===== src/rtl/ctrl_pkg.sv =====
// Shared encodings for the multi-cycle RV32 sequencer: states, opcodes,
// ALU selector codes and trap causes.
package ctrl_pkg;

   localparam int unsigned STATE_W = 4;
   localparam int unsigned OPC_W   = 7;

   typedef enum logic [STATE_W-1:0] {
      S_IDLE   = 4'd0,
      S_FETCH  = 4'd1,
      S_DECODE = 4'd2,
      S_MEMADR = 4'd3,
      S_MEMRD  = 4'd4,
      S_MEMWB  = 4'd5,
      S_MEMWR  = 4'd6,
      S_EXEC_R = 4'd7,
      S_ALUWB  = 4'd8,
      S_BRANCH = 4'd9,
      S_TRAP   = 4'd15
   } state_e;

   localparam logic [OPC_W-1:0] OP_R     = 7'b0110011;
   localparam logic [OPC_W-1:0] OP_LOAD  = 7'b0000011;
   localparam logic [OPC_W-1:0] OP_STORE = 7'b0100011;
   localparam logic [OPC_W-1:0] OP_BEQ   = 7'b1100011;

   localparam logic [1:0] ALU_ADD   = 2'b00;
   localparam logic [1:0] ALU_SUB   = 2'b01;
   localparam logic [1:0] ALU_FUNCT = 2'b10;

   localparam logic [1:0] SRCB_RS2  = 2'b00;
   localparam logic [1:0] SRCB_FOUR = 2'b01;
   localparam logic [1:0] SRCB_IMM  = 2'b10;

   localparam logic [1:0] CAUSE_NONE    = 2'b00;
   localparam logic [1:0] CAUSE_ILLEGAL = 2'b01;
   localparam logic [1:0] CAUSE_TIMEOUT = 2'b10;

endpackage


===== src/rtl/multicycle_ctrl_if.sv =====
// Shared instruction/data memory handshake.
//   mem_ready : memory completes the current read/write this cycle
//   mem_read  : read request
//   mem_write : write request
//   iord      : address select, 0 = PC, 1 = ALUOut
interface multicycle_ctrl_if;
   logic mem_ready;
   logic mem_read;
   logic mem_write;
   logic iord;

   modport master (input mem_ready, output mem_read, output mem_write, output iord);
   modport slave  (output mem_ready, input mem_read, input mem_write, input iord);
endinterface


===== src/rtl/ctrl_mem_timer.sv =====
// Memory wait counter. Counts cycles spent waiting on memory and flags
// the cycle in which one more stall would exceed TIMEOUT.
//   clk, rst_n : clock, async active-low reset
//   active     : sequencer is in a memory-waiting state
//   ready      : memory completes this cycle
//   clear      : sequencer changes state this cycle
//   expired    : last permitted stall cycle with ready low
module ctrl_mem_timer #(
   parameter int unsigned TIMEOUT = 16,
   parameter int unsigned CW      = 8
) (
   input  logic clk,
   input  logic rst_n,
   input  logic active,
   input  logic ready,
   input  logic clear,
   output logic expired
);

   logic [CW-1:0] cnt_q;
   logic [CW-1:0] cnt_d;

   // Clear wins over increment so every new state starts from zero.
   always_comb begin
      cnt_d = cnt_q;
      if (clear) begin
         cnt_d = '0;
      end else if (active && !ready) begin
         cnt_d = cnt_q + CW'(1);
      end
   end

   always_ff @(posedge clk or negedge rst_n) begin
      if (!rst_n) begin
         cnt_q <= '0;
      end else begin
         cnt_q <= cnt_d;
      end
   end

   assign expired = active && !ready && (cnt_q == CW'(TIMEOUT - 1));

endmodule


===== src/rtl/multicycle_ctrl.sv =====
// Multi-cycle sequencer for the RV32 datapath (R-type, load, store, BEQ)
// sharing one memory port for instructions and data. Moore outputs are
// decoded from the state register so an async reset drops them at once.
//   clk, rst_n   : clock, async active-low reset
//   opcode       : IR[6:0], valid from DECODE onward
//   zero         : ALU zero flag
//   mem          : memory handshake (mem_ready in; mem_read, mem_write, iord out)
//   pc_write, ir_write, mem_to_reg, reg_write, alu_src_a, alu_src_b,
//   alu_op, pc_src : datapath controls
//   trap, trap_cause : sticky trap and its cause
//   state        : current state encoding for debug
module multicycle_ctrl
   import ctrl_pkg::*;
#(
   parameter int unsigned TIMEOUT = 16,
   parameter int unsigned CW      = 8
) (
   input  logic                 clk,
   input  logic                 rst_n,
   input  logic [OPC_W-1:0]     opcode,
   input  logic                 zero,
   multicycle_ctrl_if.master    mem,
   output logic                 pc_write,
   output logic                 ir_write,
   output logic                 mem_to_reg,
   output logic                 reg_write,
   output logic                 alu_src_a,
   output logic [1:0]           alu_src_b,
   output logic [1:0]           alu_op,
   output logic                 pc_src,
   output logic                 trap,
   output logic [1:0]           trap_cause,
   output logic [STATE_W-1:0]   state
);

   state_e     state_q, state_d;
   logic [1:0] cause_q, cause_d;
   logic       mem_wait;
   logic       expired;
   logic       iord_c, mem_read_c, mem_write_c;

   assign mem_wait = (state_q == S_FETCH) || (state_q == S_MEMRD) || (state_q == S_MEMWR);

   ctrl_mem_timer #(
      .TIMEOUT (TIMEOUT),
      .CW      (CW)
   ) u_timer (
      .clk     (clk),
      .rst_n   (rst_n),
      .active  (mem_wait),
      .ready   (mem.mem_ready),
      .clear   (state_d != state_q),
      .expired (expired)
   );

   // Next-state and trap-cause selection.
   always_comb begin
      state_d = state_q;
      cause_d = cause_q;
      case (state_q)
         S_IDLE: state_d = S_FETCH;
         S_FETCH: begin
            if (mem.mem_ready) begin
               state_d = S_DECODE;
            end else if (expired) begin
               state_d = S_TRAP;
               cause_d = CAUSE_TIMEOUT;
            end
         end
         S_DECODE: begin
            case (opcode)
               OP_LOAD, OP_STORE: state_d = S_MEMADR;
               OP_R:              state_d = S_EXEC_R;
               OP_BEQ:            state_d = S_BRANCH;
               default: begin
                  state_d = S_TRAP;
                  cause_d = CAUSE_ILLEGAL;
               end
            endcase
         end
         S_MEMADR: begin
            if (opcode == OP_LOAD) begin
               state_d = S_MEMRD;
            end else if (opcode == OP_STORE) begin
               state_d = S_MEMWR;
            end else begin
               // Opcode changed under us after DECODE; treat as illegal.
               state_d = S_TRAP;
               cause_d = CAUSE_ILLEGAL;
            end
         end
         S_MEMRD: begin
            if (mem.mem_ready) begin
               state_d = S_MEMWB;
            end else if (expired) begin
               state_d = S_TRAP;
               cause_d = CAUSE_TIMEOUT;
            end
         end
         S_MEMWR: begin
            if (mem.mem_ready) begin
               state_d = S_FETCH;
            end else if (expired) begin
               state_d = S_TRAP;
               cause_d = CAUSE_TIMEOUT;
            end
         end
         S_MEMWB:  state_d = S_FETCH;
         S_EXEC_R: state_d = S_ALUWB;
         S_ALUWB:  state_d = S_FETCH;
         S_BRANCH: state_d = S_FETCH;
         S_TRAP:   state_d = S_TRAP;
         default:  state_d = S_IDLE;
      endcase
   end

   // State and trap-cause registers.
   always_ff @(posedge clk or negedge rst_n) begin
      if (!rst_n) begin
         state_q <= S_IDLE;
         cause_q <= CAUSE_NONE;
      end else begin
         state_q <= state_d;
         cause_q <= cause_d;
      end
   end

   // Moore output decode; only pc_write/ir_write are qualified by inputs.
   always_comb begin
      pc_write    = 1'b0;
      ir_write    = 1'b0;
      iord_c      = 1'b0;
      mem_read_c  = 1'b0;
      mem_write_c = 1'b0;
      mem_to_reg  = 1'b0;
      reg_write   = 1'b0;
      alu_src_a   = 1'b0;
      alu_src_b   = SRCB_RS2;
      alu_op      = ALU_ADD;
      pc_src      = 1'b0;
      trap        = 1'b0;
      case (state_q)
         S_FETCH: begin
            mem_read_c = 1'b1;
            alu_src_b  = SRCB_FOUR;
            ir_write   = mem.mem_ready;
            pc_write   = mem.mem_ready;
         end
         S_DECODE: alu_src_b = SRCB_IMM;
         S_MEMADR: begin
            alu_src_a = 1'b1;
            alu_src_b = SRCB_IMM;
         end
         S_MEMRD: begin
            mem_read_c = 1'b1;
            iord_c     = 1'b1;
         end
         S_MEMWB: begin
            reg_write  = 1'b1;
            mem_to_reg = 1'b1;
         end
         S_MEMWR: begin
            mem_write_c = 1'b1;
            iord_c      = 1'b1;
         end
         S_EXEC_R: begin
            alu_src_a = 1'b1;
            alu_op    = ALU_FUNCT;
         end
         S_ALUWB: reg_write = 1'b1;
         S_BRANCH: begin
            alu_src_a = 1'b1;
            alu_op    = ALU_SUB;
            pc_src    = 1'b1;
            pc_write  = zero;
         end
         S_TRAP: trap = 1'b1;
         default: ;
      endcase
   end

   assign mem.mem_read  = mem_read_c;
   assign mem.mem_write = mem_write_c;
   assign mem.iord      = iord_c;
   assign trap_cause    = cause_q;
   assign state         = STATE_W'(state_q);

endmodule


===== src/flat_wrapper.sv =====
// flat-port wrapper written by rule: the top's interface ports become plain ports
module multicycle_ctrl_flat import ctrl_pkg::*;
#(
   parameter int unsigned TIMEOUT = 16,
   parameter int unsigned CW      = 8
)
  (clk, rst_n, opcode, zero, pc_write, ir_write, mem_to_reg, reg_write, alu_src_a, alu_src_b, alu_op, pc_src, trap, trap_cause, state, mem_mem_ready, mem_mem_read, mem_mem_write, mem_iord);
  multicycle_ctrl_if mem_i ();
  input  logic clk;
  input  logic rst_n;
  input  logic [OPC_W-1:0] opcode;
  input  logic zero;
  output logic pc_write;
  output logic ir_write;
  output logic mem_to_reg;
  output logic reg_write;
  output logic alu_src_a;
  output logic [1:0] alu_src_b;
  output logic [1:0] alu_op;
  output logic pc_src;
  output logic trap;
  output logic [1:0] trap_cause;
  output logic [STATE_W-1:0] state;
  input wire logic [$bits(mem_i.mem_ready)-1:0] mem_mem_ready;
  output wire logic [$bits(mem_i.mem_read)-1:0] mem_mem_read;
  output wire logic [$bits(mem_i.mem_write)-1:0] mem_mem_write;
  output wire logic [$bits(mem_i.iord)-1:0] mem_iord;
  assign mem_i.mem_ready = mem_mem_ready;
  assign mem_mem_read = mem_i.mem_read;
  assign mem_mem_write = mem_i.mem_write;
  assign mem_iord = mem_i.iord;
  multicycle_ctrl #(.TIMEOUT(TIMEOUT), .CW(CW)) u_core (.clk(clk), .rst_n(rst_n), .opcode(opcode), .zero(zero), .mem(mem_i), .pc_write(pc_write), .ir_write(ir_write), .mem_to_reg(mem_to_reg), .reg_write(reg_write), .alu_src_a(alu_src_a), .alu_src_b(alu_src_b), .alu_op(alu_op), .pc_src(pc_src), .trap(trap), .trap_cause(trap_cause), .state(state));
endmodule

===== config.mk =====
export PLATFORM = sky130hd
export DESIGN_NAME = multicycle_ctrl_flat
export DESIGN_NICKNAME = d
export VERILOG_FILES = /design/src/rtl/ctrl_pkg.sv /design/src/rtl/multicycle_ctrl_if.sv /design/src/rtl/ctrl_mem_timer.sv /design/src/rtl/multicycle_ctrl.sv /design/src/flat_wrapper.sv
export SDC_FILE = /design/constraint.sdc
export NUM_CORES = 1
export LEC_CHECK = 0
export BUFFER_PORTS_ARGS = -buffer_cell sky130_fd_sc_hd__buf_4
export CORE_MARGIN = 5
export CORE_UTILIZATION = 55
export CTS_CLUSTER_DIAMETER = 120
export CTS_CLUSTER_SIZE = 14
export DETAILED_ROUTE_END_ITERATION = 12
export PLACE_DENSITY_LB_ADDON = 0.3
export SKIP_LAST_GASP = 1
export SYNTH_ARGS = -nofsm -noshare
export SYNTH_HDL_FRONTEND = slang
export SYNTH_SLANG_ARGS = --single-unit

===== constraint.sdc =====
create_clock -name clk -period 4.1 [get_ports clk]
set_clock_uncertainty 0.1 [all_clocks]
set_input_delay 1.23 -clock clk [delete_from_list [all_inputs] [get_ports clk]]
set_output_delay 1.23 -clock clk [all_outputs]
set_load 0.1 [all_outputs]

# Word level (Yosys, flattened, before mapping)
# Cells that the tools add are included.
dict set report word_totals {
  reg_bits 14
  inputBits 11
  out_inout_bits 20
}
dict set report op_classes {
  addsub 1
  n_eq_ne 21
  n_mux 28
  reduce_logical 18
}
# cell count
set op_table {}
lappend op_table {{4-bit case mux with 8 select lines} 1}
lappend op_table {{4-bit 2-to-1 mux} 6}
lappend op_table {{4-bit by 3-bit equality test with 1-bit output (second input constant)} 4}
lappend op_table {{8-bit 2-to-1 mux} 2}
lappend op_table {{7-bit by 6-bit equality test with 1-bit output (second input constant)} 2}
lappend op_table {{4-bit equality test (second input constant)} 3}
lappend op_table {{4-bit case mux with 3 select lines} 1}
lappend op_table {{2-bit 2-to-1 mux} 5}
lappend op_table {{2-bit OR reduction} 5}
lappend op_table {{1-bit 2-to-1 mux} 9}
lappend op_table {{8-bit by 1-bit adder with 8-bit output (second input constant)} 1}
lappend op_table {{4-bit by 2-bit equality test with 1-bit output (second input constant)} 2}
lappend op_table {{8-bit by 4-bit equality test with 1-bit output (second input constant)} 1}
lappend op_table {{2-bit inequality test (second input constant)} 4}
lappend op_table {{2-bit case mux with 2 select lines} 2}
lappend op_table {{4-bit OR reduction} 2}
lappend op_table {{7-bit by 2-bit equality test with 1-bit output (second input constant)} 1}
lappend op_table {{7-bit equality test (second input constant)} 1}
lappend op_table {{2-bit case mux with 3 select lines} 1}
lappend op_table {{6-bit AND reduction} 1}
lappend op_table {{3-bit OR reduction} 2}
lappend op_table {{4-bit by 1-bit equality test with 1-bit output (second input constant)} 1}
lappend op_table {{4-bit logical NOT} 1}
lappend op_table {{4-bit inequality test} 1}
lappend op_table {{7 further kinds} 9}

# Depth between registers and ports, before layout
# Gate-level depths: netlist (run 1).
dict set report logic_depth {
  word_depth 10
  ltp_mapped 9
  depth_no_buf 7
}

# Cells and area by module
# Synthesis (run 1) repeated with hierarchy kept, for this count alone.
dict set report hier_totals {
  cells_unflattened 138
  hier_area_um2 1131.1
}
# module n_inst cells_each area_per_inst_um2
set modules_own_cells {}
lappend modules_own_cells {multicycle_ctrl 1 94 686.9}
lappend modules_own_cells {ctrl_mem_timer 1 44 444.2}

# Worst setup path after synthesis (run 1)
# Ideal clock, no wire load.
dict set report synth_path {
  path_type {flip-flop to output port}
  startpoint {register u_core.state_q[3], in the netlist u_core.state[3]}
  endpoint {output port mem_mem_read}
  t_arrival_ns 3.749
  required_ns 2.770
  slack_ns -0.979
  stages_incl_launch_ff 5
  n_path_buf 2
  cell_sequence {dfrtp_1 > buf_6 > or3b_2 > clkbuf_1 > o21ai_0}
}
dict set report synth_via {
  elab_chain_cells 3
  elab_cells_between_ends 4
  cone_classes {eq/ne (2); mux (1); reduce/logical (1)}
}
# item line
set synth_rtl {}
lappend synth_rtl {{start, declared} multicycle_ctrl.sv:36} ;# state_e state_q, state_d;
lappend synth_rtl {{start signal, assigned} multicycle_ctrl.sv:123} ;# state_q <= state_d;
lappend synth_rtl {{4-bit by 3-bit equality test with 1-bit output / 4-bit by 1-bit equality test with 1-bit output (equally long branches)} multicycle_ctrl.sv:142} ;# case (state_q)
lappend synth_rtl {{2-bit OR reduction (no line) (*)} --}
lappend synth_rtl {{1-bit 2-to-1 mux (*)} multicycle_ctrl.sv:142}
lappend synth_rtl {{end, declared} flat_wrapper.sv:25} ;# output wire logic [$bits(mem_i.mem_read)-1:0] mem_mem_read;
# Mark *: on every way between the ends. The rest lies on a longest branch, timed or not.

# Worst setup path after layout (run 1)
dict set report layout_path {
  startpoint {register u_core.state_q[2], in the netlist u_core.state[2]}
  endpoint {output port ir_write}
}
dict set report layout_via {
  elab_chain_cells 2
}
# item line
set layout_rtl {}
lappend layout_rtl {{4-bit by 1-bit equality test with 1-bit output} multicycle_ctrl.sv:142}
lappend layout_rtl {{1-bit 2-to-1 mux} multicycle_ctrl.sv:142}
lappend layout_rtl {{end, declared} flat_wrapper.sv:14} ;# output logic ir_write;
# Every way passes these cells.

==> results of run 1 <==
[metrics by stage]
| stage | cell area [µm²] | hold slack [ns] | setup WS [ns] | instances | util |
|---|---|---|---|---|---|
| 2_1_floorplan | 1142 | 0.4047 | -0.2213 | 136 | - |
| 3_3_place_gp | 1341 | 0.3749 | 0.9319 | 182 | 0.6907 |
| 3_5_place_dp | 1341 | 0.3892 | 0.9080 | 182 | 0.6907 |
| 4_1_cts | 1378 | 0.4072 | 0.5960 | 186 | 0.7094 |
| 5_1_grt | 1378 | 0.4294 | 0.4868 | 186 | 0.7094 |
| 6_report | 1378 | 0.4023 | 0.5980 | 186 | 0.7094 |
[cell usage after synthesis (4+ instances only)]
| master | number | area, µm² |
|---|---|---|
| clkbuf_1 | 5 | 18.77 |
| nand2_1 | 11 | 41.29 |
| nor2_1 | 19 | 71.32 |
| nand2b_1 | 5 | 31.28 |
| inv_1 | 7 | 26.28 |
| nand3_1 | 4 | 20.02 |
| nor2b_1 | 4 | 25.02 |
| a21oi_1 | 6 | 30.03 |
| o21ai_0 | 6 | 30.03 |
| dfrtp_1 | 14 | 350.3 |
[metal layers]
layer / up-vias / routed length, µm / GRT usage
li1: 530 / - / -
met1: 517 / 1067 / 0.2235
met2: 17 / 1339 / 0.3563
met3: 7 / 67 / 0.02949
met4: 0 / 55 / 0.1012
met5: - / 0 / 0
[sequential cells by signal, indices dropped and copies added, names as in the netlist]
register              flops
u_core.u_timer.cnt_q      8
u_core.state              4
u_core.trap_cause         2
[worst max-delay path, stage by stage, from the launching register on]
cell	delay (ns)
dfrtp_1	0.56
or4b_1	0.73
clkinvlp_4	0.13
nand2_1	0.11
clkinvlp_4	0.09
buf_4	0.28
[layout make-up]
type	count	area (µm²)
Sequential cell	14	351.6
Timing Repair Buffer	30	225.2
Fill cell	160	564.3
Tap cell	27	33.78
Inverter	7	33.78
Multi-Input combinational cell	104	696.9
Clock buffer	4	36.28
[final timing paths]
| check | from | endpoint | slack [ns] | cells after the start |
|---|---|---|---|---|
| worst min register to register | u_core.trap_cause[0] | u_core.trap_cause[0] | 0.40 | 1 |
| worst max-delay path | u_core.state[2] | ir_write | 0.60 | 5 |
| min in group asynchronous | rst_n | u_core.state[2] | 0.68 | 1 |
| worst min-delay path | u_core.trap_cause[0] | u_core.trap_cause[0] | 0.40 | 1 |
| max in group asynchronous | rst_n | u_core.state[0] | 3.04 | 1 |
| worst max register to register | u_core.state[2] | u_core.u_timer.cnt_q[0] | 1.32 | 6 |
[kinds of logic after synthesis]
family | after synthesis | share of synthesized area
muxes | 2 | 0.01906
xor gates and xnor gates | 5 | 0.03924
AOI/OAI and AO/OA | 33 | 0.2354
adders and majority gates | 1 | 0.01121
DFF | 14 | 0.3139
buffers and inverters | 18 | 0.07735
and+or+nand+nor | 63 | 0.3038
==> results.md, run 1 <==
- Netlist Area Pre-Place: 1116 µm²
- Crit path DAT: 2.17 ns
- Outcome: complete, no violations
- Sequential fraction of the synthesis area: 0.3139
- Vias in the first global route: 999
- Initial antenna violation count: 0
- Commonest non-fill, non-tap cell in the layout: buf_4
- Setup bufs post-CTS: 0
- Gpl congestion: 0.8726
- F_max: 285.6 MHz
- Crit-path max FO: 16
- Tot GR Track Use: 0.1976
- I/O pins: 31
- CTS resizes: 0
- Rows: 16
- RSZ-0062 raised after global routing: false
- Num CTS Buffers: 3
- Routed wire per std cell: 13.60 µm
- Max Cap Violations: 0
- Clock Tree Buf Depth: 2
- Antenna diode count: 0
- First-pass GRT wire length: 4326 µm
- DIE WIDTH: 55.05 µm
- Number of port buffers: 30
- Unique masters post-synth: 46
- H-Tree Level Count: 1
- Share of layout cells above drive strength 1: 0.3208
- WS Path Type: reg -> out
- CTS clk-pin slew, worst paths: 0.08 ns
- DR vias: 1071
- Clk sink count: 14
- Hpwl dp: 1945 µm
- Measured slew at the worst slew-check pin: 0.5646 ns
- Hold crit path type: reg -> reg
- Async S/R FF share, synth: 1.000
- Post-synth EDFFs: 0
- Starting Density: 0.5747
- Clock Latency Late Sink: 0.28 ns
- DRT iter0 DRCs: 32
- Setup TNS: 0 ns
- Vias/cell: 5.758
- Die height: 55.05 µm
- Most frequent cells in the layout: 30 x buf_4, 15 x nor2_1, 13 x dfrtp_1, 10 x nand2_1, 6 x a21oi_1
- DRC errors left: 0
- Pre-Repair DR Iteration Count: 4
- Ys flop type: dfrtp_1
- Syn-to-layout area delta: 23.43%
- Type of origin of the critical path: register
- Fin crit share: 0.8541
- Core Area: 1942 µm²
- Endpoint class of the critical path: primary output
- Required time of the critical path: 2.77 ns
- Synthesized instance count: 136
- Post-DRT Antenna Nets: 0
- Setup violations, final: 0
- Largest net degree at the start of global routing: 20
- Root Driver: clkbuf_4
- Final wirelength: 2529 µm
- Syn nets: 148
- TritonCTS clock tree: done
- Max-slew violations: 0
- Die area: 3030 µm²
- Slew headroom: 0.6236
- Yosys reg bits: 14
- Hold Buf Count CTS: 0
- Nets: 172
- GRT overflow: 0
- Tmin final: 3.502 ns
- Hold Vio Cnt, Final: 0
- Mean Syn Cell Area: 8.206 µm²
- Yosys Warn Count: 0
Power of run 1 is left out: the tool's default activity adds up to more than one toggle a clock period on the data nets, which glitch-free logic cannot reach.
==> run 2, diff against run 1 <==
--- a/config.mk
+++ b/config.mk
@@ -5,13 +5,14 @@
 export SDC_FILE = /design/constraint.sdc
 export NUM_CORES = 1
 export LEC_CHECK = 0
+export ABC_AREA = 1
 export BUFFER_PORTS_ARGS = -buffer_cell sky130_fd_sc_hd__buf_4
 export CORE_MARGIN = 5
-export CORE_UTILIZATION = 55
+export CORE_UTILIZATION = 52
 export CTS_CLUSTER_DIAMETER = 120
 export CTS_CLUSTER_SIZE = 14
 export DETAILED_ROUTE_END_ITERATION = 12
-export PLACE_DENSITY_LB_ADDON = 0.3
+export PLACE_DENSITY = 0.82
 export SKIP_LAST_GASP = 1
 export SYNTH_ARGS = -nofsm -noshare
 export SYNTH_HDL_FRONTEND = slang
==> constraint.sdc (replaced) <==
create_clock -name clk -period 4 [get_ports clk]
set_clock_uncertainty 0.1 [all_clocks]
set_input_delay 1.2 -clock clk [delete_from_list [all_inputs] [get_ports clk]]
set_output_delay 1.2 -clock clk [all_outputs]
set_load 0.1 [all_outputs]
==> run 2 against run 1 <==
Against the previous run:
- die area increased by 6.3%
- synthesized cell count increased by 12%
- setup slack improved by 0.38 ns
- flip-flop and latch count unchanged
- count of clock-buffer cells in the layout unchanged
- area after synthesis increased by 1.8%
- sequential share of layout area decreased by 1.0 points
- core utilization decreased by 4.2 points
- highest routed layer unchanged
==> results.md, run 2 <==
- Max reg flops: 8 (unchanged)
- Root Driver: clkbuf_4 (unchanged)
- Finished Layout Cells: 214 (was 186)
- DP Area: 1398 µm² (was 1341 µm²)
- Number of port buffers: 30 (unchanged)
- DR vias: 1125 (was 1071)
- H-Tree Level Count: 1 (unchanged)
- I/O pins: 31 (unchanged)
- Share of layout cells above drive strength 1: 0.3548 (was 0.3208)
- Syn nets: 164 (was 148)
- Endpoint class of the critical path: primary output (unchanged)
- Post-synth top area share: 0.3084 (was 0.3139)
- Most common cell in the netlist: nand2_1 (was nor2_1)
- Finished Cell Area: 1434 µm² (was 1378 µm²)
- Outcome: complete, no violations (unchanged)
- Sequential fraction of the synthesis area: 0.3084 (was 0.3139)
- WS Path Type: in -> out (was reg -> out)
- Die height: 56.74 µm (was 55.05 µm)
- Hold path start: u_core.trap_cause[1] (was u_core.trap_cause[0])
- GRT overflow: 0 (unchanged)
- Netlist Area Pre-Place: 1136 µm² (was 1116 µm²)
- F_max: 331.4 MHz
- Antenna diode count: 0 (unchanged)
- Setup TNS: 0 ns (unchanged)
- Measured slew at the worst slew-check pin: 0.3911 ns (was 0.5646 ns)
- CP Buf/Inv Count: 2 (was 3)
- Core Util, Final: 0.6674 (was 0.7094)
- Nets: 199 (was 172)
- Crit-path max FO: 5 (was 16)
- Mux share of post-synthesis cell area: 0.008811 (was 0.01906)
- Slew headroom: 0.7393 (was 0.6236)
- Hold crit path type: reg -> reg (unchanged)
- Post-synth EDFFs: 0 (unchanged)
- R2R depth: 7 (was 6)
- CTS clk-pin slew, worst paths: 0.08 ns (about the same)
- Setup violations, final: 0 (unchanged)
- Filler instances: 182 (was 160)
- Xor and xnor area share after synthesis: 0.05396 (was 0.03924)
- Crit-path max cell delay: 0.28 ns (was 0.73 ns)
- Required time of the critical path: 2.70 ns (was 2.77 ns)
- Hpwl dp: 2212 µm (was 1945 µm)
- Routed wire per std cell: 13.09 µm (was 13.60 µm)
- Commonest non-fill, non-tap cell in the layout: nand2_1 (was buf_4)
- Hold Buf Count CTS: 0 (unchanged)
- Synthesized instance count: 152 (was 136)
- Hold Vio Cnt, Final: 0 (unchanged)
- Syn-to-layout area delta: 26.21% (was 23.43%)
- Placed insts: 210 (was 182)
- Vias/cell: 5.257 (was 5.758)
- TritonCTS clock tree: done (unchanged)
- Critical-path cell list: buf_4, nand2_2, nand2_1, buf_4 (was or4b_1, clkinvlp_4, nand2_1, clkinvlp_4, buf_4)
- Synth area leader: dfrtp_1 (unchanged)
- Num CTS Buffers: 3 (unchanged)
- Most frequent cells in the layout: 34 x nand2_1, 30 x buf_4, 18 x nor2_1, 17 x inv_1 (was 30 x buf_4, 15 x nor2_1, 13 x dfrtp_1, 10 x nand2_1, 6 x a21oi_1)
- Crit path top cell by count: buf_4 (was clkinvlp_4)
- Synth area leaders: dfrtp_1 31%, nand2_1 11%, nor3_2 7.9%, nor2_1 5.9%, nand3_1 5.7% (was dfrtp_1 31%, nor2_1 6.4%, nand2_1 3.7%, nand2b_1 2.8%, a21oi_1 2.7%)
- Yosys Warn Count: 0 (unchanged)
- Unique masters post-synth: 23 (was 46)
- Final wirelength: 2802 µm (was 2529 µm)
- Die area: 3219 µm² (was 3030 µm²)
- Async S/R FF share, synth: 1.000 (unchanged)
- First-pass GRT wire length: 4747 µm (was 4326 µm)
- DRT iter0 DRCs: 28 (was 32)
- Hold Crit Depth: 2 (was 1)
- Tot GR Track Use: 0.1837 (was 0.1976)
- Register-to-register setup slack: 1.98 ns (was 1.32 ns)
- Fin crit share: 0.7544
- Vias in the first global route: 1097 (was 999)
- Mean Syn Cell Area: 7.474 µm² (was 8.206 µm²)
- Post-DRT Antenna Nets: 0 (unchanged)
- Clk sink count: 14 (unchanged)
- Crit path DAT: 1.72 ns (was 2.17 ns)
- Post-synth top cells: 34 x nand2_1, 18 x nor2_1, 17 x inv_1, 14 x dfrtp_1, 13 x nand3_1 (was 19 x nor2_1, 14 x dfrtp_1, 11 x nand2_1, 7 x inv_1)
- Max-slew violations: 0 (unchanged)
- Clock Tree Buf Depth: 2 (unchanged)
- Type of origin of the critical path: input pin (was register)
- Starting Density: 0.5288 (was 0.5747)
- Gpl congestion: 0.8565 (was 0.8726)
- Worst Hold Path EP: u_core.trap_cause[1] (was u_core.trap_cause[0])
- Largest net degree at the start of global routing: 15 (was 20)
- CTS resizes: 0 (unchanged)
- Clock Latency Late Sink: 0.29 ns (was 0.28 ns)
- Crit-path slowest cell: buf_4 (was or4b_1)
- DIE WIDTH: 56.74 µm (was 55.05 µm)
- CP top delay family: buffers and inverters (was simple AND/OR/NAND/NOR gates)
- Synth Area in Compound Gates: 0.05176 (was 0.2354)
- Ys flop type: dfrtp_1 (unchanged)
- Largest family of logic cells by synthesized area: simple AND/OR/NAND/NOR gates (unchanged)
- Yosys reg bits: 14 (unchanged)
- Max Cap Violations: 0 (unchanged)
- Simple-gate share of the synthesized area: 0.4934 (was 0.3038)
- Tmin final: 3.018 ns
- Pre-Repair DR Iteration Count: 4 (unchanged)
- Initial antenna violation count: 0 (unchanged)
- RSZ-0062 raised after global routing: false (unchanged)
- Core Area: 2148 µm² (was 1942 µm²)
- Worst R2R End: u_core.u_timer.cnt_q[7] (was u_core.u_timer.cnt_q[0])
- Biggest register: u_core.u_timer.cnt_q (unchanged)
- Critical R2R Launch: u_core.state[2] (unchanged)
- DRC errors left: 0 (unchanged)
- Rows: 17 (was 16)
- Post-Synth Adder-Cell Area: 0.01101 (was 0.01121)
- Setup bufs post-CTS: 0 (unchanged)
[run 2: cell count changes in the layout (fill, tap and decap cells not counted), moves of 6 or more]
cell	change
inv_1	+12
nand2_1	+24
nand2_2	+6
nand3_1	+9
nor3_2	+9
[run 2: area by class of cell]
class                   instances  area [µm²]  area share
well taps                      28       35.03     0.02443
repair buffers                 30       225.2      0.1571
flip-flops and latches         14       351.6      0.2452
inverters                      22       82.58     0.05759
clock buffers                   4       36.28     0.02531
multi-input cells             116       703.2      0.4904
[run 2: tightest hold or removal path: cells and delay by family, from the launching register on]
kind             cells  cell delay (ns)
DFF                  1             0.35
and+or+nand+nor      2             0.10
[run 2: kinds of logic after synthesis]
kind of cell,Yosys count
buffers and inverters,22
multiplexers,1
flip-flops,14
AND/OR/NAND/NOR,97
XOR/XNOR,7
AO/OA/AOI/OAI,10
adder cells (fa/ha/maj),1
[run 2: how the worst max path moves through the flow]
stage	from	to	slack [ns]	cells past startpoint
3_3_place_gp	mem_mem_ready	pc_write	1.0	4
3_5_place_dp	mem_mem_ready	pc_write	0.98	4
6_report	mem_mem_ready	pc_write	0.98	4
5_1_grt	u_core.state[2]	trap	0.89	5
2_1_floorplan	u_core.state[3]	pc_write	0.009	4
4_1_cts	mem_mem_ready	pc_write	0.98	4
[run 2: stage by stage]
step | hold slack [ns] | setup slack [ns]
CTS | 0.3878 | 0.9829
detailed placement | 0.3689 | 0.9839
finish | 0.3814 | 0.9825
global route | 0.4155 | 0.8911
floorplan | 0.4962 | 0.009081
global placement | 0.3594 | 0.9954
[run 2: routing by layer]
layer | part of all wire | GRT usage
met5 | 0 | 0
met4 | 0.032 | 0.1159
met3 | 0.065 | 0.03448
met2 | 0.49 | 0.3218
met1 | 0.41 | 0.2006
Power of run 2 is left out for the same reason.
==> run 3, diff against run 2 <==
--- a/config.mk
+++ b/config.mk
@@ -5,14 +5,14 @@
 export SDC_FILE = /design/constraint.sdc
 export NUM_CORES = 1
 export LEC_CHECK = 0
-export ABC_AREA = 1
+export ABC_AREA = 0
 export BUFFER_PORTS_ARGS = -buffer_cell sky130_fd_sc_hd__buf_4
 export CORE_MARGIN = 5
-export CORE_UTILIZATION = 52
+export CORE_UTILIZATION = 51
 export CTS_CLUSTER_DIAMETER = 120
 export CTS_CLUSTER_SIZE = 14
 export DETAILED_ROUTE_END_ITERATION = 12
-export PLACE_DENSITY = 0.82
+export PLACE_DENSITY = 0.81
 export SKIP_LAST_GASP = 1
 export SYNTH_ARGS = -nofsm -noshare
 export SYNTH_HDL_FRONTEND = slang
==> constraint.sdc (replaced) <==
create_clock -name clk -period 3.15 [get_ports clk]
set_clock_uncertainty 0.1 [all_clocks]
set_input_delay 0.945 -clock clk [delete_from_list [all_inputs] [get_ports clk]]
set_output_delay 0.945 -clock clk [all_outputs]
set_load 0.1 [all_outputs]
==> run 3 against run 2 <==
Against the previous run:
- die area rose by 0.14%
- routed wire length fell by 6.2%
- non-clock buffer count rose by 2
- largest cell class unchanged
- flip-flop and latch count did not move
==> results.md, run 3 (same netlist as run 1, synthesis figures left out) <==
- DR vias: 1053 (was 1125)
- DRT iter0 DRCs: 23 (was 28)
- Clock Latency Late Sink: 0.28 ns (was 0.29 ns)
- H-Tree Level Count: 1 (unchanged)
- I/O pins: 31 (unchanged)
- RSZ-0062 raised after global routing: false (unchanged)
- Gpl congestion: 0.8496 (was 0.8565)
- First-pass GRT wire length: 4353 µm (was 4747 µm)
- Top Usage Layer GRT: met2 (unchanged)
- Outcome: complete, no violations (unchanged)
- Clk sink count: 14 (unchanged)
- Vias/cell: 5.601 (was 5.257)
- CP Buf/Inv Count: 3 (was 2)
- Slew headroom: 0.6944 (was 0.7393)
- TritonCTS clock tree: done (unchanged)
- Pre-CTS setup slack: 0.2539 ns (was 0.9839 ns)
- Core Area: 2148 µm² (unchanged)
- Hpwl dp: 2086 µm (was 2212 µm)
- Biggest register: u_core.u_timer.cnt_q (unchanged)
- Max-slew violations: 0 (unchanged)
- Die height: 56.78 µm (was 56.74 µm)
- Antenna diode count: 0 (unchanged)
- Endpoint class of the critical path: primary output (unchanged)
- GRT met3 Usage: 0.03218 (was 0.03448)
- GR Util met1: 0.2062 (was 0.2006)
- Routed wire per std cell: 13.98 µm (was 13.09 µm)
- Most frequent cells in the layout: 32 x buf_4, 13 x nor2_1, 10 x dfrtp_1, 9 x nand2_1, 6 x a21oi_1 (was 34 x nand2_1, 30 x buf_4, 18 x nor2_1, 17 x inv_1)
- GRT overflow: 0 (unchanged)
- Pre-Repair DR Iteration Count: 4 (unchanged)
- Type of origin of the critical path: register (was input pin)
- Commonest non-fill, non-tap cell in the layout: buf_4 (was nand2_1)
- Hold crit path type: in -> async (was reg -> reg)
- Final wirelength: 2629 µm (was 2802 µm)
- Tmin final: 3.018 ns
- Met2 usage: 0.2871 (was 0.3218)
- Crit path DAT: 1.97 ns (was 1.72 ns)
- CP top delay family: simple AND/OR/NAND/NOR gates (was buffers and inverters)
- Clock Tree Buf Depth: 2 (unchanged)
- DRC errors left: 0 (unchanged)
- Largest net degree at the start of global routing: 20 (was 15)
- Setup violations, final: 0 (unchanged)
- Required time of the critical path: 2.10 ns (was 2.70 ns)
- Root Driver: clkbuf_4 (unchanged)
- Crit-path slowest cell: or4b_4 (was buf_4)
- Nets: 174 (was 199)
- Tot GR Track Use: 0.1671 (was 0.1837)
- F_max: 331.3 MHz
- Hold Vio Cnt, Final: 0 (unchanged)
- Final WS setup: 0.1315 ns (was 0.9825 ns)
- CTS clk-pin slew, worst paths: 0.07 ns (was 0.08 ns)
- Post-DRT Antenna Nets: 0 (unchanged)
- WS Path Type: reg -> out (was in -> out)
- Max reg flops: 8 (unchanged)
- Num CTS Buffers: 3 (unchanged)
- Critical-path cell list: or4b_4, clkinvlp_4, nand2_4, clkinvlp_4, buf_4 (was buf_4, nand2_2, nand2_1, buf_4)
- Initial antenna violation count: 0 (unchanged)
- Die area: 3224 µm² (was 3219 µm²)
- DIE WIDTH: 56.78 µm (was 56.74 µm)
- Starting Density: 0.5195 (was 0.5288)
- Crit-path max cell delay: 0.60 ns (was 0.28 ns)
- Fin crit share: 0.9582
- Measured slew at the worst slew-check pin: 0.4584 ns (was 0.3911 ns)
- Syn-to-layout area delta: 27.35% (was 26.21%)
- Share of layout cells above drive strength 1: 0.3750 (was 0.3548)
- Number of port buffers: 30 (unchanged)
- Max Cap Violations: 0 (unchanged)
- Rows: 17 (unchanged)
- Vias in the first global route: 1004 (was 1097)
- Crit-path max FO: 19 (was 5)
- Crit path top cell by count: clkinvlp_4 (was buf_4)
[run 3: changes by cell type in the layout (fill, tap and decap cells not counted), sizes merged, moves of 3 or more]
| cell | before | now |
|---|---|---|
| and3 | 0 | 3 |
| a21oi | 2 | 9 |
| nand3 | 16 | 4 |
| nand4 | 7 | 1 |
| nor3 | 9 | 1 |
| xor2 | 7 | 3 |
| inv | 22 | 5 |
| or3 | 0 | 3 |
| nand2b | 0 | 5 |
| nor2b | 0 | 4 |
| a211o | 0 | 3 |
| nand2 | 45 | 11 |
[run 3: layer usage]
metal / up-vias / share of wire
li1: 532 / -
met1: 496 / 0.45
met2: 23 / 0.50
met3: 2 / 0.042
met4: 0 / 0.0076
met5: - / 0
[run 3: stage by stage]
step | std cells | util | setup TNS [ns] | hold WS, ns | instance area [µm²]
2_1_floorplan | 136 | - | -0.5532 | 0.4047 | 1181
3_3_place_gp | 185 | 0.6494 | 0 | 0.3802 | 1395
3_5_place_dp | 185 | 0.6494 | 0 | 0.3909 | 1395
4_1_cts | 188 | 0.6616 | 0 | 0.3941 | 1421
5_1_grt | 188 | 0.6616 | 0 | 0.3957 | 1421
6_report | 188 | 0.6616 | 0 | 0.3999 | 1421
[run 3: path summary, 6_finish.rpt]
check / depth (start not counted) / slack, ns / endpoint / from
max: 5 / 0.13 / ir_write / u_core.state[3]
min: 1 / 0.40 / u_core.u_timer.cnt_q[2] / rst_n
max reg2reg: 6 / 0.52 / u_core.u_timer.cnt_q[5] / u_core.state[3]
min reg2reg: 1 / 0.40 / u_core.trap_cause[0] / u_core.trap_cause[0]
max in group asynchronous: 1 / 2.37 / u_core.state[1] / rst_n
min in group clk: 1 / 0.40 / u_core.trap_cause[0] / u_core.trap_cause[0]
[run 3: timing repair]
item / in CTS / in global routing
buffers inserted: 0 / 0
resized for setup: 1 / 0
hold buffers: 0 / 0
endpoints found under the setup margin: 1 / 0
[run 3: layout make-up]
class | count | area, µm²
Timing Repair Buffer | 32 | 240.2
Inverter | 7 | 33.78
Tap cell | 28 | 35.03
Multi-Input combinational cell | 104 | 726.9
Fill cell | 195 | 726.9
Clock buffer | 3 | 22.52
Sequential cell | 14 | 362.8
Power of run 3 is left out for the same reason.
